[src/rtl/accel_display_sequencer.sv]
// Captures coherent X/Y/Z accelerometer snapshots and selects one axis for the hex display (manual or timed auto-scan).
// Optional stale-sensor detection is built only when ACCEL_STALE_DETECT_EN is defined; otherwise stale is tied low.
module accel_display_sequencer #(
    parameter int DW           = 16,
    parameter int DWELL_CYCLES = 50_000_000,
    parameter int STALE_CYCLES = 5_000_000
) (
    input  logic          clk,
    input  logic          reset,
    input  logic          sample_valid,
    input  logic [DW-1:0] accel_x,
    input  logic [DW-1:0] accel_y,
    input  logic [DW-1:0] accel_z,
    input  logic          auto_scan,
    input  logic [1:0]    manual_sel,
    input  logic          freeze,
    output logic [DW-1:0] disp_data,
    output logic [1:0]    disp_axis,
    output logic          disp_update,
    output logic          stale
);

    // state  | meaning
    // S_WAIT | no sample accepted since reset; display blank (axis 3)
    // S_RUN  | selection recomputed every cycle, dwell counter active
    // S_HOLD | freeze asserted; display, snapshots and dwell held
    typedef enum logic [1:0] {S_WAIT, S_RUN, S_HOLD} state_t;

    localparam int            CW         = (DWELL_CYCLES > 2) ? $clog2(DWELL_CYCLES) : 1;
    localparam logic [CW-1:0] DWELL_LAST = CW'(DWELL_CYCLES - 1);

    state_t        r_state;
    state_t        w_state_nxt;
    logic [DW-1:0] r_snap_x, r_snap_y, r_snap_z;
    logic [DW-1:0] w_snap_x_nxt, w_snap_y_nxt, w_snap_z_nxt;
    logic [1:0]    r_scan_axis, w_scan_nxt;
    logic [CW-1:0] r_dwell_cnt, w_cnt_nxt;
    logic          r_auto_d;
    logic [DW-1:0] r_disp_data, w_data_nxt, w_sel_data;
    logic [1:0]    r_disp_axis, w_axis_nxt, w_sel;
    logic          r_disp_update, w_upd_nxt;
    logic          w_accept, w_run, w_load, w_rise;

    assign w_accept = sample_valid & ~freeze;
    assign w_run    = (r_state != S_WAIT) & ~freeze;
    // The accepting sample in WAIT also drives the display so it appears on the next cycle.
    assign w_load   = w_run | ((r_state == S_WAIT) & w_accept);
    assign w_rise   = auto_scan & ~r_auto_d;

    always_ff @(posedge clk) begin
        if (reset) begin
            r_state       <= S_WAIT;
            r_snap_x      <= '0;
            r_snap_y      <= '0;
            r_snap_z      <= '0;
            r_scan_axis   <= 2'd0;
            r_dwell_cnt   <= '0;
            r_auto_d      <= 1'b0;
            r_disp_data   <= '0;
            r_disp_axis   <= 2'd3;
            r_disp_update <= 1'b0;
        end else begin
            r_state       <= w_state_nxt;
            r_snap_x      <= w_snap_x_nxt;
            r_snap_y      <= w_snap_y_nxt;
            r_snap_z      <= w_snap_z_nxt;
            r_scan_axis   <= w_scan_nxt;
            r_dwell_cnt   <= w_cnt_nxt;
            r_auto_d      <= auto_scan;
            r_disp_data   <= w_data_nxt;
            r_disp_axis   <= w_axis_nxt;
            r_disp_update <= w_upd_nxt;
        end
    end

    always_comb begin
        w_state_nxt  = r_state;
        w_snap_x_nxt = r_snap_x;
        w_snap_y_nxt = r_snap_y;
        w_snap_z_nxt = r_snap_z;
        w_scan_nxt   = r_scan_axis;
        w_cnt_nxt    = r_dwell_cnt;
        w_sel        = 2'd3;
        w_sel_data   = '1;
        w_data_nxt   = r_disp_data;
        w_axis_nxt   = r_disp_axis;
        w_upd_nxt    = 1'b0;

        case (r_state)
            S_WAIT:  if (w_accept) w_state_nxt = S_RUN;
            S_RUN:   if (freeze)   w_state_nxt = S_HOLD;
            S_HOLD:  if (!freeze)  w_state_nxt = S_RUN;
            default: w_state_nxt = S_WAIT;
        endcase

        if (w_accept) begin
            w_snap_x_nxt = accel_x;
            w_snap_y_nxt = accel_y;
            w_snap_z_nxt = accel_z;
        end

        if (w_run && auto_scan) begin
            if (w_rise) begin
                w_scan_nxt = 2'd0;
                w_cnt_nxt  = '0;
            end else if (r_dwell_cnt == DWELL_LAST) begin
                w_cnt_nxt  = '0;
                w_scan_nxt = (r_scan_axis == 2'd2) ? 2'd0 : 2'(r_scan_axis + 2'd1);
            end else begin
                w_cnt_nxt  = r_dwell_cnt + CW'(1);
            end
        end

        // Selection uses next-cycle snapshot/axis so a strobe on an advance edge shows up with the new axis.
        w_sel = auto_scan ? w_scan_nxt : manual_sel;
        case (w_sel)
            2'd0:    w_sel_data = w_snap_x_nxt;
            2'd1:    w_sel_data = w_snap_y_nxt;
            2'd2:    w_sel_data = w_snap_z_nxt;
            default: w_sel_data = '1;
        endcase

        if (w_load) begin
            w_data_nxt = w_sel_data;
            w_axis_nxt = w_sel;
            w_upd_nxt  = (w_sel_data != r_disp_data) || (w_sel != r_disp_axis);
        end
    end

    assign disp_data   = r_disp_data;
    assign disp_axis   = r_disp_axis;
    assign disp_update = r_disp_update;

`ifdef ACCEL_STALE_DETECT_EN
    localparam int            SW        = (STALE_CYCLES > 0) ? $clog2(STALE_CYCLES + 1) : 1;
    localparam logic [SW-1:0] STALE_MAX = SW'(STALE_CYCLES);

    logic [SW-1:0] r_gap_cnt, w_gap_nxt;
    logic          r_stale;

    // Any strobe counts as sensor activity, even one discarded under freeze.
    always_comb begin
        w_gap_nxt = r_gap_cnt;
        if (sample_valid)
            w_gap_nxt = '0;
        else if (r_gap_cnt != STALE_MAX)
            w_gap_nxt = r_gap_cnt + SW'(1);
    end

    always_ff @(posedge clk) begin
        if (reset) begin
            r_gap_cnt <= '0;
            r_stale   <= 1'b0;
        end else begin
            r_gap_cnt <= w_gap_nxt;
            r_stale   <= (w_gap_nxt == STALE_MAX);
        end
    end

    assign stale = r_stale;
`else
    assign stale = 1'b0;
`endif

endmodule

[config.mk]
export PLATFORM = sky130hd
export DESIGN_NAME = accel_display_sequencer
export DESIGN_NICKNAME = d
export VERILOG_FILES = /design/src/rtl/accel_display_sequencer.sv
export SDC_FILE = /design/constraint.sdc
export NUM_CORES = 1
export LEC_CHECK = 0
export ABC_AREA = 1
export CORE_ASPECT_RATIO = 0.5
export CORE_MARGIN = 2
export CORE_UTILIZATION = 55
export DETAILED_ROUTE_END_ITERATION = 12
export GPL_ROUTABILITY_DRIVEN = 0
export HOLD_SLACK_MARGIN = 0.12
export PLACE_DENSITY = 0.8
export SETUP_SLACK_MARGIN = 0.4
export SKIP_CTS_REPAIR_TIMING = 1
export SLEW_MARGIN = 20
export SYNTH_ARGS = -nofsm -noshare
export SYNTH_HDL_FRONTEND = slang
export SYNTH_SLANG_ARGS = --single-unit
[constraint.sdc]
create_clock -name clk -period 3.1 [get_ports clk]
set_clock_uncertainty 0.1 [all_clocks]
set_input_delay 0.62 -clock clk [delete_from_list [all_inputs] [get_ports clk]]
set_output_delay 0.62 -clock clk [all_outputs]
set_load 0.1 [all_outputs]
Yosys cells after proc, flatten, opt, wreduce, memory -nomap -nowiden --
Cells that the tools add are included.
Word-level totals: input bits 55, logic and storage cells 53, bits in registers 98, output and inout bits 20
Cells by class: eq/ne operators 11, bitwise gates (word level) 8, muxes and demuxes 15, reductions and logical operators 7, $add $sub $neg 2
Operators by type and width (count):
- $mux W26 | 2
- $mux W16 | 3
- $pmux W16 S3 | 1
- $add A26 B1 Y26 const B | 1
- $eq A26 B26 Y1 const B | 1
- $mux W2 | 8
- $ne A16 B16 Y1 | 1
- $eq A2 B2 Y1 const B | 3
- $ne A2 B2 Y1 const B | 3
- $pmux W2 S3 | 1
- $and A1 B1 Y1 | 4
- $eq A2 B1 Y1 const B | 2
- $logic_not A2 Y1 | 2
- $not A1 Y1 | 3
- $reduce_and A3 Y1 | 1
- $add A2 B1 Y2 const B | 1
- $ne A2 B2 Y1 | 1
- $reduce_bool A2 Y1 | 1
- $reduce_or A2 Y1 | 1
- $logic_and A1 B1 Y1 | 1
- $logic_or A1 B1 Y1 | 1
- $or A1 B1 Y1 | 1

Depth between registers and ports, before layout --
Gate-level depths: netlist of run 1.
word-level depth 10, mapped depth 23, gate-level depth less buffers 22

Worst setup path before layout of run 1 --
No wires, ideal clock.
path kind input to register, from input freeze, to register r_disp_update (netlist: disp_update), library setup time 109 ps, data required time 2891 ps, stages 20, data arrival time 2174 ps, path slack 718 ps, buffers on the path 2, cell sequence inv_1 -> nand2_1 -> nor2_4 -> buf_6 -> nand4_1 -> nand2_1 -> nand2_2 -> nand2_2 -> nand2_4 -> inv_4 -> buf_8 -> o21ai_2 -> nand3_2 -> nand2_1 -> nand2_1 -> nand3_1 -> nor2_1 -> nand3_1 -> nand2_1 -> inv_1
On the way: cells in the longest elaborated chain, start to end 9, elaborated cells on any way between the ends 20, classes of those cells 4 x eq/ne; 6 x mux; 6 x bitwise; 4 x reduce/logical
RTL lines:
- from (decl) | line 16 | input logic freeze,
- $not A1 Y1 (*) | line 44, 45
- $and A1 B1 Y1 | line 45 | assign w_run = (r_state != S_WAIT) & ~freeze;
- $logic_and A1 B1 Y1 | line 102 | if (w_run && auto_scan) begin
- $mux W2 | line 102
- $mux W2 | line 115 | w_sel = auto_scan ? w_scan_nxt : manual_sel;
- $eq A2 B2 Y1 (tied with other cells) | line 116 | case (w_sel)
- $pmux W16 S3 | line 116
- $ne A16 B16 Y1 | line 126 | w_upd_nxt = (w_sel_data != r_disp_data) || (w_sel != r_disp_axis);
- $logic_or A1 B1 Y1 | line 126
- to (signal assigned) | line 72 | r_disp_update <= w_upd_nxt;
- to (decl) | line 41 | logic r_disp_update, w_upd_nxt;
Mark *: on every way between the ends. The rest lies on a longest branch, timed or not. A chain may end at the register's enable or synchronous reset.

Worst setup path after layout of run 1 --
from register r_dwell_cnt[0], to register r_disp_update (netlist: disp_update)
On the way: cells in the longest elaborated chain, start to end 9, elaborated cells on any way between the ends 12, classes of those cells 5 x eq/ne; 5 x mux; 2 x reduce/logical
RTL lines:
- from (decl) | line 37 | logic [CW-1:0] r_dwell_cnt, w_cnt_nxt;
- from (signal assigned) | line 68 | r_dwell_cnt <= w_cnt_nxt;
- $eq A26 B26 Y1 (*) | line 106 | end else if (r_dwell_cnt == DWELL_LAST) begin
- $mux W2 (*) | line 106
- $mux W2 (*) | line 103 | if (w_rise) begin
- $mux W2 (*) | line 102
- $mux W2 (*) | line 115
- $eq A2 B2 Y1 (tied with other cells) | line 116
- $pmux W16 S3 | line 116
- $ne A16 B16 Y1 | line 126
- $logic_or A1 B1 Y1 (*) | line 126
Marks and branches as above.

==> results of run 1 <==
## critical path, delay by kind of cell (launching register included)
kind,cells,cell delay (ps)
adder cells (fa/ha/maj),1,150
buffers and inverters,2,200
flip-flops,1,380
AND/OR/NAND/NOR,18,1730
## metal layers
layer | global-route usage, % | up-vias | routed length [um]
li1 | - | 2500 | -
met4 | 8.11 | 0 | 317
met2 | 44.1 | 158 | 6300
met5 | 0 | - | 0
met3 | 5.15 | 32 | 670
met1 | 32.1 | 2258 | 5900
## synthesized netlist by cell type
| cell type | instances | area [um2] |
|---|---|---|
| a211oi_1 | 18 | 135 |
| a21oi_1 | 13 | 65.1 |
| a221oi_1 | 2 | 17.5 |
| a31oi_1 | 1 | 6.26 |
| buf_1 | 2 | 7.51 |
| buf_2 | 2 | 10.0 |
| buf_4 | 2 | 15.0 |
| buf_6 | 4 | 45.0 |
| buf_8 | 1 | 15.0 |
| clkbuf_1 | 18 | 67.6 |
| clkinv_1 | 1 | 3.75 |
| conb_1 | 1 | 3.75 |
| dfxtp_1 | 98 | 1960 |
| ha_1 | 1 | 12.5 |
| inv_1 | 124 | 465 |
| inv_2 | 1 | 3.75 |
| inv_4 | 1 | 6.26 |
| mux2i_1 | 17 | 170 |
| nand2_1 | 128 | 480 |
| nand2_2 | 9 | 56.3 |
| nand2_4 | 2 | 22.5 |
| nand3_1 | 29 | 145 |
| nand3_2 | 5 | 50.1 |
| nand3b_1 | 16 | 120 |
| nand4_1 | 23 | 144 |
| nor2_1 | 120 | 450 |
| nor2_2 | 2 | 12.5 |
| nor2_4 | 5 | 56.3 |
| nor3_1 | 15 | 75.1 |
| nor3b_1 | 2 | 15.0 |
| nor4_2 | 1 | 12.5 |
| o211a_1 | 1 | 10.0 |
| o211ai_1 | 2 | 15.0 |
| o21a_1 | 1 | 7.51 |
| o21ai_0 | 37 | 185 |
| o21ai_1 | 8 | 40.0 |
| o21ai_2 | 9 | 78.8 |
| o22ai_1 | 1 | 6.26 |
| or2_1 | 2 | 12.5 |
| or2_2 | 2 | 12.5 |
| xor2_1 | 6 | 52.6 |
## logic make-up after synthesis
family	Yosys count	synth area share [%]
XOR/XNOR	6	1.04
multiplexers	17	3.35
flip-flops	98	38.7
adder cells (fa/ha/maj)	1	0.247
buffers and inverters	156	12.6
AO/OA/AOI/OAI	93	11.2
other	1	0.0739
AND/OR/NAND/NOR	361	32.8
## registers in the layout (all words and copies together), names as in the netlist
register / count
disp_update: 1
r_snap_x: 16
r_scan_axis: 2
disp_data: 16
r_snap_z: 16
r_dwell_cnt: 26
r_state: 2
r_snap_y: 16
r_auto_d: 1
disp_axis: 2
## layout by cell type (no fill, tap or decap), types with 18 or more instances in the layout
cell type        Yosys  final
a211oi_1            18     18
clkdlybuf4s50_1      0     51
nand4_1             23     23
buf_4                2     40
nand3_1             29     24
o21ai_0             37     37
dfxtp_1             98     96
nand2_1            128    119
inv_1              124    121
nor2_1             120    117
## per-stage QoR
step                hold slack, ps  std cells  power (mW)
floorplan                      352        733        1.85
global placement               368        910        2.03
global route                   422        942        3.30
detailed placement             383        910        2.04
CTS                            397        925        3.13
finish                         394        942        3.18
## final cells by class
type | instances | area, um2 | share of cell area (%)
Inverter | 127 | 489 | 7.50
Timing Repair Buffer | 105 | 1020 | 15.7
Tap cell | 117 | 146 | 2.24
Timing Repair inverter | 1 | 8.76 | 0.134
Clock inverter | 3 | 40.0 | 0.614
Clock buffer | 12 | 246 | 3.78
Multi-Input combinational cell | 479 | 2600 | 39.9
Sequential cell | 98 | 1970 | 30.2
## power breakdown
part | switching (mW) | internal (mW)
Sequential | 0.0310 | 1.32
Clock | 0.463 | 0.641
Combinational | 0.468 | 0.254
Total | 0.962 | 2.22
## worst max-delay path by stage
stage	from	end	slack, ps	cells after the start
finish	r_dwell_cnt[0]$_SDFFE_PP0N_	disp_update$_SDFF_PP0_	430	21
CTS	freeze	disp_update$_SDFF_PP0_	290	19
floorplan	freeze	disp_update$_SDFF_PP0_	720	20
detailed placement	freeze	disp_update$_SDFF_PP0_	4	19
global placement	auto_scan	disp_update$_SDFF_PP0_	110	18
global route	r_dwell_cnt[0]$_SDFFE_PP0N_	disp_update$_SDFF_PP0_	290	22
==> summary.md, run 1 <==
| Metric | Value |
|---|---|
| Total die area | `0.0101 mm2` |
| Largest stage delay, worst path | `380 ps` |
| Net Count, Synth | `789` |
| FF-to-FF Start | `r_dwell_cnt[0]$_SDFFE_PP0N_` |
| Filler instances | `687` |
| Final ANT Viol Nets | `0` |
| CTS tree | `yes` |
| Design area | `0.00652 mm2` |
| Synthesized instance count | `733` |
| Worst-path fanout max | `11` |
| Minimum clock period | `2670 ps` |
| VDD IR-drop max | `285 uV` |
| Synthesis-to-layout area growth | `28.6%` |
| Final setup viols | `0` |
| Initial antenna violation count | `0` |
| Worst endpoint required time | `3240 ps` |
| Path depth of the worst reg2reg path | `21` |
| Dpl hpwl | `8.87 mm` |
| Worst r2r dst | `disp_update$_SDFF_PP0_` |
| Synth warnings | `0` |
| Total CTS buffers | `9` |
| I/O Buffers | `73` |
| Slowest cell on crit path | `dfxtp_4` |
| Mapped cell area | `0.00507 mm2` |
| GRT Util Overall | `25.3%` |
| DRC | `0` |
| Hold depth | `2` |
| Setup ws final | `429 ps` |
| Hold EP | `r_snap_y[13]$_SDFF_PP0_` |
| Die Height | `71.9 um` |
| Final net count | `877` |
| Row count | `24` |
| First-pass GRT wire length | `20.5 mm` |
| Placed inst area | `0.00591 mm2` |
| Crit path launch type | `flip-flop` |
| DR vias/cell | `5.25` |
| Final slew viol count | `0` |
| Largest net degree at the start of global routing | `46` |
| Outcome | `complete, no violations` |
| Yosys reg bits | `98` |
| DIE WIDTH | `140 um` |
| Worst slack at placement | `3.55 ps` |
| Final worst path period share | `86.2%` |
| Static Leak | `2.99 nW` |
| Later-pin clock latency in the skew report | `340 ps` |
| Clk sinks | `98` |
| Min-delay src | `r_snap_y[13]$_SDFF_PP0_` |
| Drt first pass iters | `6` |
| HP Class | `reg -> reg` |
| R2r setup slk | `430 ps` |
| Total gr overflow | `0` |
| Clock-pin slew of the registers on the worst-case setup and hold paths | `70 ps` |
| Clock buffer depth | `2` |
| Crit path DAT | `2810 ps` |
| Pwr per Cell Area | `487 mW/mm2` |
| Synth Area per Inst | `6.92 um2` |
| Vias | `4,948` |
| Crit path cell chain | `ha_4, nand2_4, nor2_4, nand2_2, nor2_2, nand2_2, nand2_4, nand3_2, nand2_2, nand2_4, nand2_8, buf_6, nand3b_1, nand4_1, nand2_1, nor2_1, nand2_1, nor2_1, nand3_1, nand2_1, inv_1` |
| Drt wl/cell | `14.0 um` |
| CTS root buf | `clkbuf_16` |
| Share of post-route cells with drive strength above 1 | `15.6%` |
| Starting DRT DRC Count | `403` |
| Maxcap violations | `0` |
| Number of global-route vias before repair | `4,513` |
| Post-synthesis sequential area ratio | `38.7%` |
| Fin util | `73.9%` |
| RSZ-0062 raised after global routing | `yes` |
| Max Fclk | `374 MHz` |
| Cell variety after synth | `41` |
| H-tree depth | `3` |
| Setup TNS | `0 ps` |
| Initial Util | `57.5%` |
| Diode count | `0` |
| Core Area | `0.00883 mm2` |
| Number of I/O pins | `75` |
| Crit Path Class | `reg -> reg` |
| CP endpoint kind | `flip-flop` |
| Fin. Hold Viols | `0` |
| Routed WL | `13.2 mm` |
Power figures use the tool's default switching activity.
==> inputs of run 2 (changes only) <==
Settings changed: REMOVE_ABC_BUFFERS from default to 1.
==> run 2 against run 1 <==
Compared with the run above:
- sequential cell count unchanged
- sequential share of layout area up 0.23 points
- die area unchanged
- cell area down 1.0%
- non-clock buffer count down 4
- via count down 1.1%
- first-iteration DRC count down 37%
- largest cell class unchanged
- highest routed layer unchanged
- cell count down 0.32%
- power up 2.8%
- utilization down 0.74 points
- critical path depth down 4
- largest power group unchanged
==> summary.md, run 2 (same netlist as run 1, synthesis figures left out) <==
| Metric | Value |
|---|---|
| I/O Buffers | `73` |
| Largest net degree at the start of global routing | `38` |
| Crit path DAT | `2820 ps` |
| Clock buffer depth | `2` |
| HP Class | `reg -> reg` |
| Commonest non-fill, non-tap cell in the layout | `nand2_1` |
| R2r setup slk | `440 ps` |
| VDD IR-drop max | `332 uV` |
| Final worst path period share | `86.2%` |
| GRT Util Overall | `24.1%` |
| Crit path launch type | `input pin` |
| CP endpoint kind | `flip-flop` |
| Core Area | `0.00883 mm2` |
| Hold EP | `r_dwell_cnt[1]$_SDFFE_PP0N_` |
| Clk sinks | `98` |
| Final ANT Viol Nets | `0` |
| Starting DRT DRC Count | `253` |
| Static Leak | `2.94 nW` |
| DR vias/cell | `5.21` |
| Minimum clock period | `2670 ps` |
| Fin. Hold Viols | `0` |
| Final setup viols | `0` |
| Overall power | `3.27 mW` |
| Initial antenna violation count | `0` |
| Total die area | `0.0101 mm2` |
| Clock-pin slew of the registers on the worst-case setup and hold paths | `70 ps` |
| Worst-path fanout max | `6` |
| Crit Path Class | `in -> reg` |
| Later-pin clock latency in the skew report | `340 ps` |
| Total gr overflow | `0` |
| RSZ-0062 raised after global routing | `yes` |
| Maxcap violations | `0` |
| Pwr per Cell Area | `506 mW/mm2` |
| Share of post-route cells with drive strength above 1 | `15.6%` |
| Drt first pass iters | `5` |
| Max Fclk | `374 MHz` |
| Total CTS buffers | `9` |
| DIE WIDTH | `140 um` |
| Placed inst area | `0.00590 mm2` |
| FF-to-FF Start | `r_dwell_cnt[0]$_SDFFE_PP0N_` |
| Outcome | `complete, no violations` |
| Worst r2r dst | `disp_update$_SDFF_PP0_` |
| Dpl hpwl | `8.52 mm` |
| First-pass GRT wire length | `19.8 mm` |
| Row count | `24` |
| Max reg flops | `26` |
| Vias | `4,895` |
| Most frequent cells in the layout | `123 x nand2_1, 120 x inv_1, 115 x nor2_1, 96 x dfxtp_1, 52 x clkdlybuf4s50_1` |
| Final net count | `873` |
| Hold depth | `2` |
| Largest Register | `r_dwell_cnt` |
| H-tree depth | `3` |
| Number of I/O pins | `75` |
| Setup TNS | `0 ps` |
| Diode count | `0` |
| Worst endpoint required time | `3250 ps` |
| CTS root buf | `clkbuf_16` |
| Min-delay src | `r_dwell_cnt[1]$_SDFFE_PP0N_` |
| Die Height | `71.9 um` |
| Initial Util | `57.5%` |
| Synthesis-to-layout area growth | `27.3%` |
| DRC | `0` |
| Final slew viol count | `0` |
| Number of global-route vias before repair | `4,490` |
| Hold WS | `374 ps` |
| Design area | `0.00646 mm2` |
| CTS tree | `yes` |
| Path depth of the worst reg2reg path | `19` |
| Routed WL | `12.6 mm` |
| Drt wl/cell | `13.4 um` |
## run 2: cell count changes in the layout (fill, tap and decap cells not counted), sizes merged
| cell | before | now |
|---|---|---|
| buf | 52 | 47 |
| bufinv | 1 | 2 |
| clkbuf | 12 | 11 |
| clkdlybuf4s50 | 51 | 52 |
| clkinvlp | 0 | 2 |
| dlymetal6s2s | 2 | 1 |
| inv | 126 | 125 |
| nand2 | 139 | 140 |
## run 2: worst max path at each step
stage                        endpoint  cells past startpoint  slack, ps                   startpoint
5_1_grt        disp_update$_SDFF_PP0_                     19        270  r_dwell_cnt[0]$_SDFFE_PP0N_
6_report       disp_update$_SDFF_PP0_                     17        430                    auto_scan
4_1_cts        disp_update$_SDFF_PP0_                     19        320                    auto_scan
3_3_place_gp   disp_update$_SDFF_PP0_                     19         40                       freeze
3_5_place_dp   disp_update$_SDFF_PP0_                     19        -10                       freeze
2_1_floorplan  disp_update$_SDFF_PP0_                     14       -220                       freeze
## run 2: power by group
part	total (mW)	switching [mW]	internal (mW)
registers	1.35	0.0315	1.32
clock network	1.22	0.490	0.730
logic	0.692	0.452	0.241
total	3.27	0.973	2.29
## run 2: metal layers
layer  global-route usage [%]  part of all wire, %
met1                     29.4                   44
met5                        0                    0
met3                     5.21                  5.4
met4                     7.22                  2.1
met2                     43.6                   49
## run 2: metrics by stage
step | setup WS [ps] | utilization (%) | cells
global placement | 40.5 | 66.8 | 910
CTS | 322 | 70.5 | 926
detailed placement | -9.51 | 66.8 | 910
global route | 266 | 73.1 | 939
floorplan | -219 | - | 704
finish | 428 | 73.1 | 939
## run 2: layout make-up
cell class	count	area, um2
flip-flops and latches	98	1960
fillers	721	2370
clock buffers	10	239
well taps	117	146
inverters	127	488
repair buffers	101	965
clock inverters	6	90.1
multi-input cells	480	2560
## run 2: critical path, cell delays in order
cell,delay (ps)
clkdlybuf4s50_1,500
inv_2,80
nor2_4,130
nand4_1,120
nand2_1,100
nand2_2,70
nand2_4,110
nand2_8,100
buf_8,150
nand3b_1,130
nand3_2,110
a21oi_1,180
nand3_1,130
nor2_2,120
nand3_1,70
nand2_1,60
inv_1,40
